===== config.mk =====
export PLATFORM = sky130hd
export DESIGN_NAME = serial_adder_datapath_flat
export DESIGN_NICKNAME = d
export VERILOG_FILES = /design/src/rtl/serial_adder_datapath_if.sv /design/src/rtl/serial_adder_datapath.sv /design/src/flat_wrapper.sv
export SDC_FILE = /design/constraint.sdc
export NUM_CORES = 1
export LEC_CHECK = 0
export CORE_MARGIN = 2
export CORE_UTILIZATION = 45
export CTS_CLUSTER_SIZE = 30
export DETAILED_ROUTE_END_ITERATION = 7
export PLACE_DENSITY = 0.82
export SYNTH_ARGS = -nofsm -noshare
export SYNTH_HDL_FRONTEND = slang
export SYNTH_SLANG_ARGS = --single-unit

===== constraint.sdc =====
create_clock -name clk -period 3.19 [get_ports clk]
set_input_delay 0.638 -clock clk [delete_from_list [all_inputs] [get_ports clk]]
set_output_delay 0.638 -clock clk [all_outputs]
set_load 0.02 [all_outputs]

===== src/rtl/serial_adder_datapath_if.sv =====
// ---------------------------------------------------------------------------
// serial_adder_datapath_if
// Control/operand/result bundle between the serial adder control FSM
// (master) and the bit-serial datapath (slave).
//   Master drives : load, shift, count_en, a_in, b_in, cin, sub
//   Slave drives  : count_done, sum, cout, overflow, sum_valid
// ---------------------------------------------------------------------------
interface serial_adder_datapath_if #(
    parameter int WIDTH = 32
);
    logic             load;
    logic             shift;
    logic             count_en;
    logic [WIDTH-1:0] a_in;
    logic [WIDTH-1:0] b_in;
    logic             cin;
    logic             sub;
    logic             count_done;
    logic [WIDTH-1:0] sum;
    logic             cout;
    logic             overflow;
    logic             sum_valid;

    modport master (
        output load, shift, count_en, a_in, b_in, cin, sub,
        input  count_done, sum, cout, overflow, sum_valid
    );

    modport slave (
        input  load, shift, count_en, a_in, b_in, cin, sub,
        output count_done, sum, cout, overflow, sum_valid
    );
endinterface


===== src/rtl/serial_adder_datapath.sv =====
// ---------------------------------------------------------------------------
// serial_adder_datapath
// Bit-serial adder datapath: captures two operands on load, then adds one
// bit per shift cycle (LSB first) through a single full adder and a carry
// flop. A saturating bit counter advanced by count_en reports count_done
// to the control FSM. After WIDTH shifts, sum/cout/overflow are final and
// sum_valid is set until the next load.
//
// Ports:
//   clk  - rising-edge clock
//   rst  - asynchronous, active-high reset (all state to 0)
//   bus  - serial_adder_datapath_if.slave (control, operands, results)
//
// Optional feature macro: SERIAL_SUB_EN
//   defined   : sub=1 at load computes A-B (B inverted, carry forced to 1)
//   undefined : sub is ignored, always computes A+B+cin
// ---------------------------------------------------------------------------
module serial_adder_datapath #(
    parameter int WIDTH = 32
) (
    input logic                    clk,
    input logic                    rst,
    serial_adder_datapath_if.slave bus
);

    localparam int             CNT_W   = $clog2(WIDTH);
    localparam logic [CNT_W-1:0] CNT_MAX = CNT_W'(WIDTH - 1);

    // Majority of three bits: carry-out of a full adder.
    function automatic logic maj3(input logic x, input logic y, input logic z);
        maj3 = (x & y) | (x & z) | (y & z);
    endfunction

    logic [WIDTH-1:0] a_q, a_d;
    logic [WIDTH-1:0] b_q, b_d;
    logic [WIDTH-1:0] sum_q, sum_d;
    logic             carry_q, carry_d;
    logic [CNT_W-1:0] count_q, count_d;
    logic             overflow_q, overflow_d;
    logic             sum_valid_q, sum_valid_d;

    logic             fa_sum_s;
    logic             fa_carry_s;
    logic [WIDTH-1:0] b_load_s;
    logic             carry_load_s;

    // Operand B and initial carry as captured on load (optionally subtract).
    always_comb begin
        b_load_s     = bus.b_in;
        carry_load_s = bus.cin;
`ifdef SERIAL_SUB_EN
        if (bus.sub) begin
            b_load_s     = ~bus.b_in;
            carry_load_s = 1'b1;
        end else begin
            b_load_s     = bus.b_in;
            carry_load_s = bus.cin;
        end
`endif
    end

`ifndef SERIAL_SUB_EN
    // sub is part of the shared bus but has no effect in this build.
    logic unused_sub_s;
    assign unused_sub_s = bus.sub;
`endif

    // Single full adder on the current LSBs.
    always_comb begin
        fa_sum_s   = a_q[0] ^ b_q[0] ^ carry_q;
        fa_carry_s = maj3(a_q[0], b_q[0], carry_q);
    end

    // Next-state logic: load has priority; shifts stop once the result is valid.
    always_comb begin
        a_d         = a_q;
        b_d         = b_q;
        sum_d       = sum_q;
        carry_d     = carry_q;
        count_d     = count_q;
        overflow_d  = overflow_q;
        sum_valid_d = sum_valid_q;

        if (bus.load) begin
            a_d         = bus.a_in;
            b_d         = b_load_s;
            carry_d     = carry_load_s;
            sum_d       = '0;
            count_d     = '0;
            overflow_d  = 1'b0;
            sum_valid_d = 1'b0;
        end else begin
            if (bus.shift && !sum_valid_q) begin
                a_d     = {1'b0, a_q[WIDTH-1:1]};
                b_d     = {1'b0, b_q[WIDTH-1:1]};
                sum_d   = {fa_sum_s, sum_q[WIDTH-1:1]};
                carry_d = fa_carry_s;
                // MSB step: carry-in to MSB is carry_q, carry-out is fa_carry_s.
                if (count_q == CNT_MAX) begin
                    overflow_d  = carry_q ^ fa_carry_s;
                    sum_valid_d = 1'b1;
                end else begin
                    overflow_d  = overflow_q;
                    sum_valid_d = sum_valid_q;
                end
            end else begin
                a_d     = a_q;
                b_d     = b_q;
                sum_d   = sum_q;
                carry_d = carry_q;
            end

            if (bus.count_en) begin
                if (count_q == CNT_MAX) begin
                    count_d = count_q;
                end else begin
                    count_d = count_q + CNT_W'(1);
                end
            end else begin
                count_d = count_q;
            end
        end
    end

    // State registers with asynchronous reset.
    always_ff @(posedge clk or posedge rst) begin
        if (rst) begin
            a_q         <= '0;
            b_q         <= '0;
            sum_q       <= '0;
            carry_q     <= 1'b0;
            count_q     <= '0;
            overflow_q  <= 1'b0;
            sum_valid_q <= 1'b0;
        end else begin
            a_q         <= a_d;
            b_q         <= b_d;
            sum_q       <= sum_d;
            carry_q     <= carry_d;
            count_q     <= count_d;
            overflow_q  <= overflow_d;
            sum_valid_q <= sum_valid_d;
        end
    end

    assign bus.count_done = (count_q == CNT_MAX);
    assign bus.sum        = sum_q;
    assign bus.cout       = carry_q;
    assign bus.overflow   = overflow_q;
    assign bus.sum_valid  = sum_valid_q;

endmodule


===== src/flat_wrapper.sv =====
// flat-port wrapper written by rule: the top's interface ports become plain ports
module serial_adder_datapath_flat 
#(
    parameter int WIDTH = 32
)
  (clk, rst, bus_load, bus_shift, bus_count_en, bus_a_in, bus_b_in, bus_cin, bus_sub, bus_count_done, bus_sum, bus_cout, bus_overflow, bus_sum_valid);
  serial_adder_datapath_if #(.WIDTH(WIDTH)) bus_i ();
  input logic clk;
  input logic rst;
  input wire logic [$bits(bus_i.load)-1:0] bus_load;
  input wire logic [$bits(bus_i.shift)-1:0] bus_shift;
  input wire logic [$bits(bus_i.count_en)-1:0] bus_count_en;
  input wire logic [$bits(bus_i.a_in)-1:0] bus_a_in;
  input wire logic [$bits(bus_i.b_in)-1:0] bus_b_in;
  input wire logic [$bits(bus_i.cin)-1:0] bus_cin;
  input wire logic [$bits(bus_i.sub)-1:0] bus_sub;
  output wire logic [$bits(bus_i.count_done)-1:0] bus_count_done;
  output wire logic [$bits(bus_i.sum)-1:0] bus_sum;
  output wire logic [$bits(bus_i.cout)-1:0] bus_cout;
  output wire logic [$bits(bus_i.overflow)-1:0] bus_overflow;
  output wire logic [$bits(bus_i.sum_valid)-1:0] bus_sum_valid;
  assign bus_i.load = bus_load;
  assign bus_i.shift = bus_shift;
  assign bus_i.count_en = bus_count_en;
  assign bus_i.a_in = bus_a_in;
  assign bus_i.b_in = bus_b_in;
  assign bus_i.cin = bus_cin;
  assign bus_i.sub = bus_sub;
  assign bus_count_done = bus_i.count_done;
  assign bus_sum = bus_i.sum;
  assign bus_cout = bus_i.cout;
  assign bus_overflow = bus_i.overflow;
  assign bus_sum_valid = bus_i.sum_valid;
  serial_adder_datapath #(.WIDTH(WIDTH)) u_core (.clk(clk), .rst(rst), .bus(bus_i));
endmodule

==> impl_results.md <==
* Crit Path Class: reg -> out
* CP most frequent cell: ha_1
* First-pass GRT wire length at 15.49 mm
* Filler cell count at 871
* Post-route ant nets at 0
* Synthesis-to-layout area growth at 26.67%
* Core box area at 10180 um^2
* Reg-to-Reg End: u_core.count_q[3]
* Number of global-route vias before repair at 3367
* Syn_nets at 536
* Critical path launch point: u_core.count_q[0]
* Worst Path Max Fanout at 7
* Routability cong. at 0.7565
* Final period util at 0.8525
* Crit start category: flop
* Routed vias at 3515
* Setup TNS at 0 ns
* Status: finished clean
* Initial Util at 0.4588
* Nets at 623
* Type of destination of the critical path: output pin
* Worst-Skew Late Latency at 0.36 ns
* Maximum clock insertion buffer count at 2
* Slew @ Worst Pin at 0.9651 ns
* WL met1 at 4.124 mm
* Die height at 105.9 um
* Worst endpoint required time at 2.55 ns
* # IOs at 107
* Synth cell types at 30
* Site row count at 37
* Worst R2R Path Depth at 6
* Post-CTS setup buffer count at 0
* Routed WL per cell at 13.25 um
* Routed wl met2 at 4.511 mm
* Seq cells post-synth at 104
* Hold buffer count at cts at 0
* Post-synthesis sequential area ratio at 0.5569
* Critical path depth in cells at 4
* Worst EP arrival at 2.08 ns
* Hold WC Path Type: in -> async
* Layout cells sized above 1 at 0.05054
* Placed inst area at 5749 um^2
* Die X at 105.9 um
* Worst path bufs/invs at 1
* Max Clock Skew at 0.01362 ns
* Crit path capture: bus_count_done
* # diodes at 0
* Root buf cell: clkbuf_8
* Post-synth design cell area at 4673 um^2
* Mean post-synth cell area at 10.12 um^2
* Die area at 11220 um^2
* Initial DRC Count at 143
* RSZ-0062 raised after global routing: false
* Post-synthesis cell count at 462
* Met3 routed WL at 434 um
* Grt ovf at 0
* Pin count of the biggest net entering global routing at 95
* Highest routed layer: met4
* Post-route DRC at 0
* Worst reg-to-reg setup slack at 1.24 ns
* Slew Limit Fails at 0
* Total CTS buffers at 9
* Endpoints failing hold at 0
* Synthesis Warnings at 0
* Max cap viols at 0
* # resized after CTS at 0
* Setup Viol. Count Final at 0
* IO Port Bufs at 105
* Via/cell ratio at 5.094
* Max_slew headroom at 0.3566
* Pwr/cell area at 430.3 nW/um^2
* CP max stage cell: clkdlybuf4s50_1
* Max IR drop VDD at 0.2517 mV
* Cell area after layout at 5919 um^2
* Post-DP HPWL at 6.329 mm
* Leakage power at 2.619 nW
* H-tree levels at 3
* Final wirelength at 9.140 mm
* Sink Count at 104
* Initial antenna violation count at 0
* Crit Reg-Reg Startpoint: u_core.count_q[0]
* Crit path largest cell delay at 0.66 ns
* Final min period at 2.719 ns
* GRT Total Usage at 0.1708
* Fmax at 367.7 MHz
* Cell family with most CP delay: buffers and inverters
* CTS tree: done
* Reg clk slew, reported paths at 0.10 ns
* CP cell instances: ha_1 > and3_1 > ha_1 > clkdlybuf4s50_1
* 1st-pass router iterations at 8
==> metrics by stage <==
step	setup slack [ns]	hold slack, ns	power (mW)	std cells	util
floorplan	1.306	0.4930	1.707	462	-
global placement	0.7980	0.5102	1.833	674	0.5645
detailed placement	0.7480	0.5226	1.851	674	0.5645
CTS	0.4383	0.5051	2.586	690	0.5812
global route	0.3739	0.4996	2.681	690	0.5812
finish	0.4705	0.5209	2.547	690	0.5812
==> synth_stat cells <==
cell        n  share of area
nor2b_2     1         0.0019
inv_1       5         0.0040
or3_1       1         0.0013
ha_1        2         0.0054
o21ai_2     1         0.0019
nand3_1     2         0.0021
o21ai_0    37          0.040
a211oi_2    1         0.0027
clkbuf_2    1         0.0011
fa_1        1         0.0043
nand3b_1    1         0.0016
buf_1       1        0.00080
nor2_1      4         0.0032
nand2_1   133           0.11
a21oi_1    36          0.039
nand2b_1    1         0.0013
buf_2       7         0.0075
xor2_1      1         0.0019
mux2_4      1         0.0032
buf_4       4         0.0064
buf_6       3         0.0072
nor2b_1     1         0.0013
o21ai_1    29          0.031
xnor2_1     2         0.0037
buf_12      4          0.017
mux2i_1    62           0.13
dfrtp_1   104           0.56
clkbuf_1   14          0.011
and3_1      1         0.0013
or2b_1      1         0.0016
==> cell type report <==
class / count / area [um^2] / share of cell area
sequential: 104 / 2603 / 0.4397
multi-input combinational: 319 / 1818 / 0.3071
timing repair buffer: 110 / 1136 / 0.1919
tap: 136 / 170.2 / 0.02875
clock buffer: 9 / 123.9 / 0.02093
clock inverter: 7 / 46.29 / 0.007821
inverter: 5 / 22.52 / 0.003805
==> cell usage in the layout (no fill, tap or decap), drive strengths merged <==
master | netlist | routed
a211oi | 1 | 1
a21oi | 36 | 36
and3 | 1 | 1
buf | 19 | 6
clkbuf | 15 | 9
clkdlybuf4s50 | 0 | 104
clkinv | 0 | 5
clkinvlp | 0 | 1
dfrtp | 104 | 104
fa | 1 | 1
ha | 2 | 2
inv | 5 | 6
mux2 | 1 | 1
mux2i | 62 | 62
nand2 | 133 | 133
nand2b | 1 | 1
nand3 | 2 | 2
nand3b | 1 | 1
nor2 | 4 | 4
nor2b | 2 | 2
o21ai | 67 | 67
or2b | 1 | 1
or3 | 1 | 1
xnor2 | 2 | 2
xor2 | 1 | 1
==> how the worst min path moves through the flow <==
stage / cells past startpoint / slack (ns) / to / from
after floorplan: 2 / 0.49 / u_core.b_q[31] / u_core.b_q[31]
after global placement: 2 / 0.51 / u_core.b_q[31] / u_core.b_q[31]
after detailed placement: 2 / 0.52 / u_core.b_q[31] / u_core.b_q[31]
after CTS: 2 / 0.51 / u_core.b_q[18] / rst
after global routing: 2 / 0.50 / u_core.b_q[18] / rst
final: 2 / 0.52 / u_core.b_q[18] / rst
==> where the power goes <==
group | internal (mW) | switching, mW
Sequential | 1.41 | 0.0508
Combinational | 0.186 | 0.174
Clock | 0.286 | 0.444
Total | 1.88 | 0.669
==> cell families (layout without fill, tap and decap cells) <==
kind of cell    count (synthesis)  count (layout)  synth area share
fa+ha+maj                       3               3          0.009638
simple gates                  146             146            0.1226
compound gates                104             104            0.1138
flops                         104             104            0.5569
mux                            63              63            0.1360
buf+inv                        39             131           0.05542
xor+xnor                        3               3          0.005624
==> sequential cells by signal (all words and copies together) (netlist names) <==
signal                count
u_core.b_q               32
u_core.bus.cout           1
u_core.bus.overflow       1
u_core.count_q            5
u_core.bus.sum_valid      1
u_core.a_q               32
u_core.bus.sum           32
==> metal layers <==
layer / vias up / global-route usage
met1: 1682 / 0.2244
met2: 103 / 0.2880
met4: 0 / 0.04229
met5: - / 0
li1: 1722 / -
met3: 8 / 0.03985
No activity file was read; power rests on OpenSTA's default activity.
